$ cat config.mk
export PLATFORM = sky130hd
export DESIGN_NAME = tt_mux_sel_ctrl
export DESIGN_NICKNAME = d
export VERILOG_FILES = /design/src/rtl/tt_mux_pkg.sv /design/src/rtl/tt_sync_edge.sv /design/src/rtl/tt_mux_sel_ctrl.sv
export SDC_FILE = /design/constraint.sdc
export NUM_CORES = 1
export LEC_CHECK = 0
export ABC_AREA = 1
export BUFFER_PORTS_ARGS = -buffer_cell sky130_fd_sc_hd__buf_4
export CORE_MARGIN = 10
export CORE_UTILIZATION = 40
export CTS_BUF_LIST = sky130_fd_sc_hd__clkbuf_2 sky130_fd_sc_hd__clkbuf_4 sky130_fd_sc_hd__clkbuf_8
export DETAILED_ROUTE_END_ITERATION = 7
export HOLD_SLACK_MARGIN = 0.08
export MAX_ROUTING_LAYER = met4
export PLACE_DENSITY = 0.67
export RECOVER_POWER = 100
export SYNTH_ARGS = -nofsm -noshare
export SYNTH_HDL_FRONTEND = slang
export SYNTH_SLANG_ARGS = --single-unit
$ cat constraint.sdc
create_clock -name clk -period 5 [get_ports clk]
set_input_delay 0.5 -clock clk [delete_from_list [all_inputs] [get_ports clk]]
set_output_delay 0.5 -clock clk [all_outputs]
set_load 0.05 [all_outputs]
$ cat src/rtl/tt_mux_pkg.sv
// Shared types and helpers for the user-design mux selection controller.
// Holds the FSM state encoding, default sizing and the one-hot decoder.
package tt_mux_pkg;

  localparam int N_DESIGNS_DEF = 16;
  localparam int AW_DEF        = 4;
  localparam int MAX_DESIGNS   = 256;

  typedef enum logic [1:0] {
    OFF   = 2'd0,
    GUARD = 2'd1,
    RESET = 2'd2,
    RUN   = 2'd3
  } state_e;

  // Wide decoder; callers truncate the result to their slot count.
  function automatic logic [MAX_DESIGNS-1:0] onehot(input logic [7:0] idx);
    logic [MAX_DESIGNS-1:0] v;
    v      = '0;
    v[idx] = 1'b1;
    return v;
  endfunction

endpackage

$ cat src/rtl/tt_sync_edge.sv
// Two-flop synchroniser for an asynchronous pad, plus a third flop used to
// form a single-cycle rising-edge pulse.
module tt_sync_edge (
  input  logic clk,
  input  logic rst_n,
  input  logic pad_i,
  output logic level_o,
  output logic rise_o
);

  logic s1_q, s2_q, s3_q;

  // NOTE: sequential state uses non-blocking assignments so every flop samples
  // the pre-edge value of its neighbour; blocking here would collapse the chain.
  always_ff @(posedge clk or negedge rst_n) begin
    if (!rst_n) begin
      s1_q <= 1'b0;
      s2_q <= 1'b0;
      s3_q <= 1'b0;
    end else begin
      s1_q <= pad_i;
      s2_q <= s1_q;
      s3_q <= s2_q;
    end
  end

  assign level_o = s2_q;
  assign rise_o  = s2_q & ~s3_q;

endmodule

$ cat src/rtl/tt_mux_sel_ctrl.sv
// Selection controller: holds the active slot address and sequences a safe
// switch-over (enable off, guard, held reset, run) toward the tt_um_* slots.
module tt_mux_sel_ctrl
  import tt_mux_pkg::*;
#(
  parameter int N_DESIGNS    = N_DESIGNS_DEF,
  parameter int AW           = AW_DEF,
  parameter int GUARD_CYCLES = 4,
  parameter int RST_CYCLES   = 8
) (
  input  logic                 clk,
  input  logic                 rst_n,
  input  logic                 ctrl_sel_inc,
  input  logic                 ctrl_sel_rst,
  input  logic                 ctrl_ena,
  output logic [AW-1:0]        sel_addr,
  output logic [N_DESIGNS-1:0] um_ena,
  output logic                 um_rst_n,
  output logic                 busy
);

  localparam int CNT_MAX = (GUARD_CYCLES > RST_CYCLES) ? GUARD_CYCLES : RST_CYCLES;
  localparam int CW      = $clog2(CNT_MAX + 1);

  localparam logic [CW-1:0] GUARD_LAST = CW'(GUARD_CYCLES - 1);
  localparam logic [CW-1:0] RST_LAST   = CW'(RST_CYCLES - 1);
  localparam logic [AW-1:0] ADDR_LAST  = AW'(N_DESIGNS - 1);

  logic inc_rise, rst_rise, ena_s;
  logic inc_level_unused, rst_level_unused, ena_rise_unused;

  tt_sync_edge u_sync_inc (
    .clk     (clk),
    .rst_n   (rst_n),
    .pad_i   (ctrl_sel_inc),
    .level_o (inc_level_unused),
    .rise_o  (inc_rise)
  );

  tt_sync_edge u_sync_rst (
    .clk     (clk),
    .rst_n   (rst_n),
    .pad_i   (ctrl_sel_rst),
    .level_o (rst_level_unused),
    .rise_o  (rst_rise)
  );

  tt_sync_edge u_sync_ena (
    .clk     (clk),
    .rst_n   (rst_n),
    .pad_i   (ctrl_ena),
    .level_o (ena_s),
    .rise_o  (ena_rise_unused)
  );

  state_e                 state_q, state_d;
  logic [CW-1:0]          cnt_q, cnt_d;
  logic [AW-1:0]          sel_addr_q, sel_addr_d;
  logic [N_DESIGNS-1:0]   um_ena_q, um_ena_d;
  logic                   um_rst_n_q, um_rst_n_d;
  logic                   busy_q, busy_d;
  logic                   addr_chg;

  // NOTE: every variable gets a default at the top of the block so no path
  // leaves one unassigned, which would otherwise infer a latch.
  always_comb begin
    addr_chg   = inc_rise | rst_rise;
    sel_addr_d = sel_addr_q;
    state_d    = state_q;
    cnt_d      = cnt_q;

    if (rst_rise) begin
      sel_addr_d = '0;
    end else if (inc_rise) begin
      sel_addr_d = (sel_addr_q == ADDR_LAST) ? '0 : sel_addr_q + 1'b1;
    end

    if (!ena_s) begin
      state_d = OFF;
      cnt_d   = '0;
    end else if (addr_chg && state_q != OFF) begin
      // A new address restarts the whole sequence, even mid-reset.
      state_d = GUARD;
      cnt_d   = '0;
    end else begin
      unique case (state_q)
        OFF: begin
          state_d = GUARD;
          cnt_d   = '0;
        end
        GUARD: begin
          if (cnt_q == GUARD_LAST) begin
            state_d = RESET;
            cnt_d   = '0;
          end else begin
            cnt_d = cnt_q + 1'b1;
          end
        end
        RESET: begin
          if (cnt_q == RST_LAST) begin
            state_d = RUN;
            cnt_d   = '0;
          end else begin
            cnt_d = cnt_q + 1'b1;
          end
        end
        RUN: begin
          cnt_d = '0;
        end
        default: begin
          state_d = OFF;
          cnt_d   = '0;
        end
      endcase
    end

    // Outputs are decoded from the next state so they land in registers and
    // um_ena drops on the very edge that changes the address.
    um_ena_d   = (state_d == RESET || state_d == RUN)
               ? N_DESIGNS'(onehot(8'(sel_addr_d))) : '0;
    um_rst_n_d = (state_d == RUN);
    busy_d     = (state_d == GUARD || state_d == RESET);
  end

  always_ff @(posedge clk or negedge rst_n) begin
    if (!rst_n) begin
      state_q    <= OFF;
      cnt_q      <= '0;
      sel_addr_q <= '0;
      um_ena_q   <= '0;
      um_rst_n_q <= 1'b0;
      busy_q     <= 1'b0;
    end else begin
      state_q    <= state_d;
      cnt_q      <= cnt_d;
      sel_addr_q <= sel_addr_d;
      um_ena_q   <= um_ena_d;
      um_rst_n_q <= um_rst_n_d;
      busy_q     <= busy_d;
    end
  end

  assign sel_addr = sel_addr_q;
  assign um_ena   = um_ena_q;
  assign um_rst_n = um_rst_n_q;
  assign busy     = busy_q;

endmodule
==> results_dict.tcl, run 1 <==
set metrics [dict create \
    syn2layout_area_growth_pct 17.6 \
    power_switching_share_pct 25.2 \
    fillCellCount 328 \
    synth_cells 133 \
    synth-main-ff-cell "dfrtp_1" \
    routedWlPerCell_um 12.0 \
    core_area_sq_um 3310 \
    syn_area_sq_um 1370 \
    clock_latency_ns 0.34 \
    power_density_nw_per_um2 345 \
    htreeDepth 2 \
    hold_path_class "primary input to flop" \
    gp_congestion 0.801 \
    finalWirelength_um 2560 \
    yosysTopAreaCell "dfrtp_1" \
    reg2reg_to "um_ena[14]" \
    worstSetupPathType "flop to flop" \
    cts_num_sinks 36 \
    cts_root_buf "clkbuf_4" \
    yosysUniqueCellTypes 16 \
    async_reset_ff_share_pct 100 \
    cp-end-kind "flop" \
    p_clk_share_pct 36.0 \
    track_usage_pct 9.32 \
    worstSetupStartpointType "flop" \
    num_vias 973 \
    tightestPinTransition_ns 1.78 \
    drv_cap 1 \
    antenna_left 0 \
    status "complete, but fails checks" \
    skew_ns 0.0137 \
    drcViolationCount 0 \
    die_h_um 78.4 \
    antenna_found_initial 0 \
    rr_startpoint "cnt_q[0]" \
    min_period_ns 2.06 \
    tritoncts "yes" \
    die_x_um 78.4 \
    grt_pass1_vias 964 \
    gr-total-overflow 0 \
    p_int_uw 414 \
    std_cell_rows 21 \
    worstPathMaxFanout 4 \
    ys_warn_count 0 \
    peakVddDrop_mv 0.170 \
    path_clk_slew_ns 0.11 \
    slew_headroom_pct -18.9 \
    cts_inserted_buffers 5 \
    drt_iter0_markers 49 \
    drv_slew 37 \
    fin_crit_sh_pct 41.2 \
    post_cts_resize_count 0 \
    max_clock_freq_ghz 0.485 \
    syn_avg_cell_area_sq_um 10.3 \
    hold_viol 0 \
    power_leakage_uw 0.000786 \
    finalPower_uw 554 \
    yosysSeqAreaShare_pct 66.0 \
    netlist_top_cells_count "36 x dfrtp_1, 30 x nor2_1, 20 x nand2_1" \
    rrSetupSlack_ns 2.94 \
    clk_path_buf_depth 2 \
    fin_nets 175 \
    seqPwrFrac_pct 55.1 \
    n_antenna_cell 0 \
    cts_hold_buffers 0 \
    synth_top_area_share_pct 66.0 \
    cp_data_required_time_ns 5.24 \
    io_buffers 26 \
    violations "max-capacitance violations, max-slew violations" \
    switchingPower_uw 140 \
    setup-tns-final_ns 0 \
    combPwrFrac_pct 8.8 \
    min-delay-start "ctrl_sel_inc" \
    pin_count 27 \
    min_path_cells 1 \
    die_area_sq_um 6150 \
    ys_seq_elements 36 \
    synth_edf_count 0 \
    drive_gt1_share_pct 7.78 \
    start_util_pct 41.2 \
    grt_pass1_wl_um 4530 \
    reg2regPathDepth 11 \
    place_ws_ns 2.95 \
    dr.pass1.iters 4 \
    post-synth-top-count-cell "dfrtp_1" \
    synth_fp_nets 142 \
    vias_per_cell 4.57 \
    arrival_ns 2.30 \
    rsz0062_at_grt "false" \
    synth_area_leaders "dfrtp_1 66%, nor2_1 8.2%, nand2_1 5.5%, inv_1 4.7%, ha_1 3.7%" \
    finalSetupViolations 0 \
    grt_max_degree 37 \
    post-dp-hpwl_um 1940 \
    post_cts_buffers 0 \
    hold-path-endpoint "u_sync_inc.s1_q" \
    setup_ws_ns 2.94 \
]
==> area by class of cell <==
cell class	count	area (sq um)	area share [%]
multi-input combinational	80	394	24.6
sequential	36	901	56.1
tap	46	57.6	3.59
timing repair buffer	26	109	6.78
inverter	17	63.8	3.98
clock inverter	3	42.5	2.65
clock buffer	5	37.5	2.34
==> power by group through the flow <==
stage | registers, uW | logic (uW) | clock network, uW
after CTS | 306 | 54.3 | 204
after floorplan | 323 | 21.1 | 0
after detailed placement | 311 | 53.8 | 0
after global routing | 307 | 55.5 | 219
after global placement | 311 | 53.1 | 0
final | 306 | 49.0 | 200
==> critical path, stage by stage, from the launching register on <==
cell and delay, ns:
dfrtp_1 0.38, ha_1 0.25, nand2_1 0.07, o21ai_0 0.19, o21ai_0 0.12, a21oi_1 0.24, inv_1 0.07, ha_1 0.19
nor2_1 0.15, nor2_1 0.08, nand2_1 0.14, nor2_1 0.07
==> per-layer routing <==
layer  track usage, %  vias to the layer above  part of all wire (%)
met2             14.1                       29                    47
met4             3.76                        0                   1.8
met3             4.44                        6                   6.5
li1                 -                      481                     -
met5                -                        -                     0
met1             10.4                      457                    45
==> worst max-delay path by stage <==
stage                       endpoint  slack, ns  startpoint  cells after the start
final                     um_ena[14]       2.94    cnt_q[0]                     11
after global routing      um_ena[14]       2.70    cnt_q[0]                     11
after CTS                 um_ena[14]       2.91    cnt_q[0]                     11
after detailed placement  um_ena[14]       2.95    cnt_q[0]                     11
after global placement    um_ena[14]       3.07    cnt_q[0]                     11
after floorplan           um_ena[10]       3.20    cnt_q[0]                     11
==> cells in the final DEF (no fill, tap or decap), drive strengths merged <==
cell | synthesis | final
a21oi | 5 | 5
clkinv | 0 | 1
xor2 | 2 | 2
clkbuf | 0 | 31
inv | 17 | 17
ha | 4 | 4
nor2 | 31 | 31
bufinv | 0 | 1
dfrtp | 36 | 36
nand3 | 10 | 10
nand4 | 1 | 1
nand2 | 20 | 20
a211oi | 1 | 1
nor3 | 2 | 2
clkinvlp | 0 | 1
o21ai | 3 | 3
or2 | 1 | 1
==> per-stage QoR <==
stage / std cells / hold slack [ns] / cell area (sq um) / util, %
2_1_floorplan: 133 / 0.204 / 1370 / -
3_3_place_gp: 205 / 0.334 / 1620 / 48.9
3_5_place_dp: 205 / 0.337 / 1620 / 48.9
5_1_grt: 213 / 0.253 / 1610 / 48.5
4_1_cts: 213 / 0.0941 / 1700 / 51.3
6_report: 213 / 0.286 / 1610 / 48.5
==> kinds of logic after synthesis <==
group	Yosys count	share of synthesized area [%]
AND/OR/NAND/NOR	65	20.3
flip-flops	36	66.0
buffers and inverters	17	4.67
AO/OA/AOI/OAI	9	4.03
adder cells (fa/ha/maj)	4	3.67
XOR/XNOR	2	1.28
==> sequential cells by signal, summed over array words and instances (netlist names) <==
register and flops:
busy 1, u_sync_rst.s1_q 1, sel_addr 4, u_sync_ena.level_o 1, u_sync_inc.level_o 1, cnt_q 4
u_sync_rst.s3_q 1, u_sync_rst.level_o 1, u_sync_inc.s3_q 1, um_ena 16, state_q 2, u_sync_ena.s1_q 1
u_sync_inc.s1_q 1, um_rst_n 1
Power figures use the tool's default switching activity.
==> inputs of run 2 (changes only) <==
--- a/config.mk
+++ b/config.mk
@@ -5,7 +5,7 @@
 export SDC_FILE = /design/constraint.sdc
 export NUM_CORES = 1
 export LEC_CHECK = 0
-export ABC_AREA = 1
+export ABC_AREA = 0
 export BUFFER_PORTS_ARGS = -buffer_cell sky130_fd_sc_hd__buf_4
 export CORE_MARGIN = 10
 export CORE_UTILIZATION = 40
@@ -13,7 +13,7 @@
 export DETAILED_ROUTE_END_ITERATION = 7
 export HOLD_SLACK_MARGIN = 0.08
 export MAX_ROUTING_LAYER = met4
-export PLACE_DENSITY = 0.67
+export PLACE_DENSITY = 0.66
 export RECOVER_POWER = 100
 export SYNTH_ARGS = -nofsm -noshare
 export SYNTH_HDL_FRONTEND = slang
==> constraint.sdc (replaced) <==
create_clock -name clk -period 1.9 [get_ports clk]
set_input_delay 0.19 -clock clk [delete_from_list [all_inputs] [get_ports clk]]
set_output_delay 0.19 -clock clk [all_outputs]
set_load 0.05 [all_outputs]
==> run 2 against run 1 <==
Effect of this change: the run ends with negative setup slack left; die area grew 7.7%; clock power grew to 3.0 times the previous value; hold slack gained 0.063 ns; clock skew shrank 0.0038 ns; critical path depth shrank 4; maximum frequency grew 0.77%; critical path type unchanged; area after synthesis grew 10%; wire length grew 20%; utilization grew 8.8 points.
==> results_dict.tcl, run 2 <==
set metrics [dict create \
    p_int_uw 1220 \
    worstPathMaxFanout 6 \
    ys_warn_count 0 \
    synth_fp_nets 140 \
    max_clock_freq_ghz 0.489 \
    setup.worst_path.start "cnt_q[0]" \
    synth_cells 131 \
    gr-total-overflow 0 \
    grt_pass1_vias 1169 \
    track_usage_pct 10.6 \
    synth_edf_count 0 \
    antenna_found_initial 0 \
    htreeDepth 2 \
    seqPwrFrac_pct 49.4 \
    final_cell_mix "32 x dfrtp_1, 26 x buf_4, 18 x clkbuf_1" \
    hold_viol 0 \
    die_h_um 81.4 \
    io_buffers 26 \
    start_util_pct 41.1 \
    power_switching_share_pct 25.0 \
    fin_crit_sh_pct 108 \
    status "complete, but fails checks" \
    cp-end-kind "flop" \
    post_cts_buffers 0 \
    peakVddDrop_mv 0.458 \
    layout_commonest_cell "dfrtp_1" \
    clk_path_buf_depth 2 \
    syn_avg_cell_area_sq_um 11.5 \
    tritoncts "yes" \
    utilization_pct 57.3 \
    p_clk_share_pct 36.7 \
    clock_latency_ns 0.29 \
    core_area_sq_um 3660 \
    vias_per_cell 4.82 \
    cp_cell_sequence "ha_4 -> and3b_1 -> o31ai_4 -> ha_2 -> nor2_2 -> or4_4 -> nor3_1" \
    drt_iter0_markers 38 \
    drv_cap 0 \
    critPathTopFamily "simple AND/OR/NAND/NOR gates" \
    cts_inserted_buffers 5 \
    combPwrFrac_pct 13.9 \
    ys_seq_elements 36 \
    worstSetupStartpointType "flop" \
    cp_data_required_time_ns 2.11 \
    drcViolationCount 0 \
    grt_pass1_wl_um 5240 \
    switchingPower_uw 408 \
    dr.pass1.iters 4 \
    setup_ws_ns -0.145 \
    critPathMaxStageDelay_ns 0.46 \
    routedWlPerCell_um 13.2 \
    async_reset_ff_share_pct 100 \
    syn2layout_area_growth_pct 39.2 \
    drive_gt1_share_pct 34.9 \
    worstSetupPathType "flop to flop" \
    min_period_ns 2.04 \
    violations "negative setup slack" \
    min-delay-start "u_sync_rst.s1_q" \
    synth-main-ff-cell "dfrtp_1" \
    grt_max_degree 37 \
    finalSetupViolations 12 \
    path_clk_slew_ns 0.07 \
    gp_congestion 0.880 \
    n_antenna_cell 0 \
    post-dp-hpwl_um 2220 \
    post-synth-top-count-cell "dfrtp_1" \
    cts_root_buf "clkbuf_8" \
    slew_headroom_pct 44.4 \
    cts_num_sinks 36 \
    reg2regPathDepth 7 \
    power_leakage_uw 0.000943 \
    yosysSeqAreaShare_pct 59.8 \
    syn_area_sq_um 1510 \
    std_cell_rows 22 \
    die_x_um 81.4 \
    netlist_top_cells_count "36 x dfrtp_1, 14 x nor2_1, 11 x nor3_1" \
    skew_ns 0.00995 \
    path_depth 7 \
    crit_buf_inv 0 \
    finalWirelength_um 3090 \
    num_vias 1129 \
    min_path_cells 0 \
    yosysTopAreaCell "dfrtp_1" \
    die_area_sq_um 6620 \
    antenna_left 0 \
    fin_nets 194 \
    tightestPinTransition_ns 0.834 \
    yosysUniqueCellTypes 42 \
    place_ws_ns -0.143 \
    drv_slew 0 \
    synth_area_leaders "dfrtp_1 60%, nor3_1 3.7%, nor2_1 3.5%, ha_1 3.3%, nor2b_1 3.3%" \
    slowest_stage "or4_4" \
    largest_reg_flops 16 \
    rsz0062_at_grt "true" \
    pin_count 27 \
    synth_top_area_share_pct 59.8 \
    power_density_nw_per_um2 777 \
    hold_path_class "flop to flop" \
    arrival_ns 2.25 \
    rr_startpoint "cnt_q[0]" \
]
-- run 2: cell types whose count changed in the layout (fill, tap and decap cells not counted), moves of 8 or more --
cell,change
nand3_1,-8
buf_4,+26
nor2_1,-19
nand2_1,-16
nor3_1,+9
inv_1,-13
-- run 2: final timing paths --
check,end,slack (ns)
max in group asynchronous,state_q[1],0.79
worst max register to register,um_ena[6],-0.14
worst min-delay path,u_sync_rst.level_o,0.35
worst max-delay path,um_ena[6],-0.14
worst min register to register,u_sync_rst.level_o,0.35
min in group asynchronous,um_ena[4],0.53
-- run 2: worst reg2reg max path, delay by kind of cell, from the launching register on --
kind / cells / cell delay, ns
simple gates: 4 / 0.91
flops: 1 / 0.41
fa+ha+maj: 2 / 0.40
compound gates: 1 / 0.24
-- run 2: area by class of cell --
| cell class | count | area [sq um] |
|---|---|---|
| clock buffer | 8 | 104 |
| fill | 329 | 1560 |
| inverter | 5 | 18.8 |
| multi-input combinational | 84 | 671 |
| sequential | 36 | 906 |
| tap | 48 | 60.1 |
| timing repair buffer | 53 | 338 |
-- run 2: stage by stage --
| stage | area (sq um) | hold WS [ns] | power (uW) | setup TNS (ns) | std cells |
|---|---|---|---|---|---|
| after global placement | 1920 | 0.161 | 1020 | -0.621 | 222 |
| after detailed placement | 1920 | 0.167 | 1020 | -1.59 | 222 |
| after CTS | 2100 | 0.353 | 1640 | -1.13 | 234 |
| after global routing | 2100 | 0.369 | 1710 | -2.49 | 234 |
| after floorplan | 1530 | -0.106 | 933 | -0.343 | 131 |
| final | 2100 | 0.349 | 1630 | -0.810 | 234 |
-- run 2: metal layers --
layer,track usage (%),vias up,routed length (um)
met5,-,-,0
met4,5.54,0,62
met2,16.3,32,1490
met1,11.2,527,1270
li1,-,564,-
met3,4.86,6,257
-- run 2: power by group through the flow --
stage / Sequential (uW) / Combinational [uW] / Clock (uW)
after floorplan: 852 / 81.2 / 0
after global placement: 816 / 202 / 0
after detailed placement: 817 / 205 / 0
after CTS: 804 / 218 / 620
after global routing: 808 / 250 / 655
final: 805 / 226 / 598
-- run 2: what timing repair did --
item | 4_1_cts | 5_1_grt
setup endpoints to repair | 16 | 16
endpoints found under the hold margin | 39 | 0
resized for setup | 9 | 12
gates cloned | 0 | 0
hold buffers | 4 | 0
pin swaps | 0 | 2
-- run 2: cell families after synthesis --
| kind of cell | count (synthesis) | synth area share (%) |
|---|---|---|
| AND/OR/NAND/NOR | 56 | 21.3 |
| flip-flops | 36 | 59.8 |
| AO/OA/AOI/OAI | 20 | 9.22 |
| buffers and inverters | 11 | 3.90 |
| adder cells (fa/ha/maj) | 4 | 3.32 |
| XOR/XNOR | 3 | 1.74 |
| multiplexers | 1 | 0.664 |
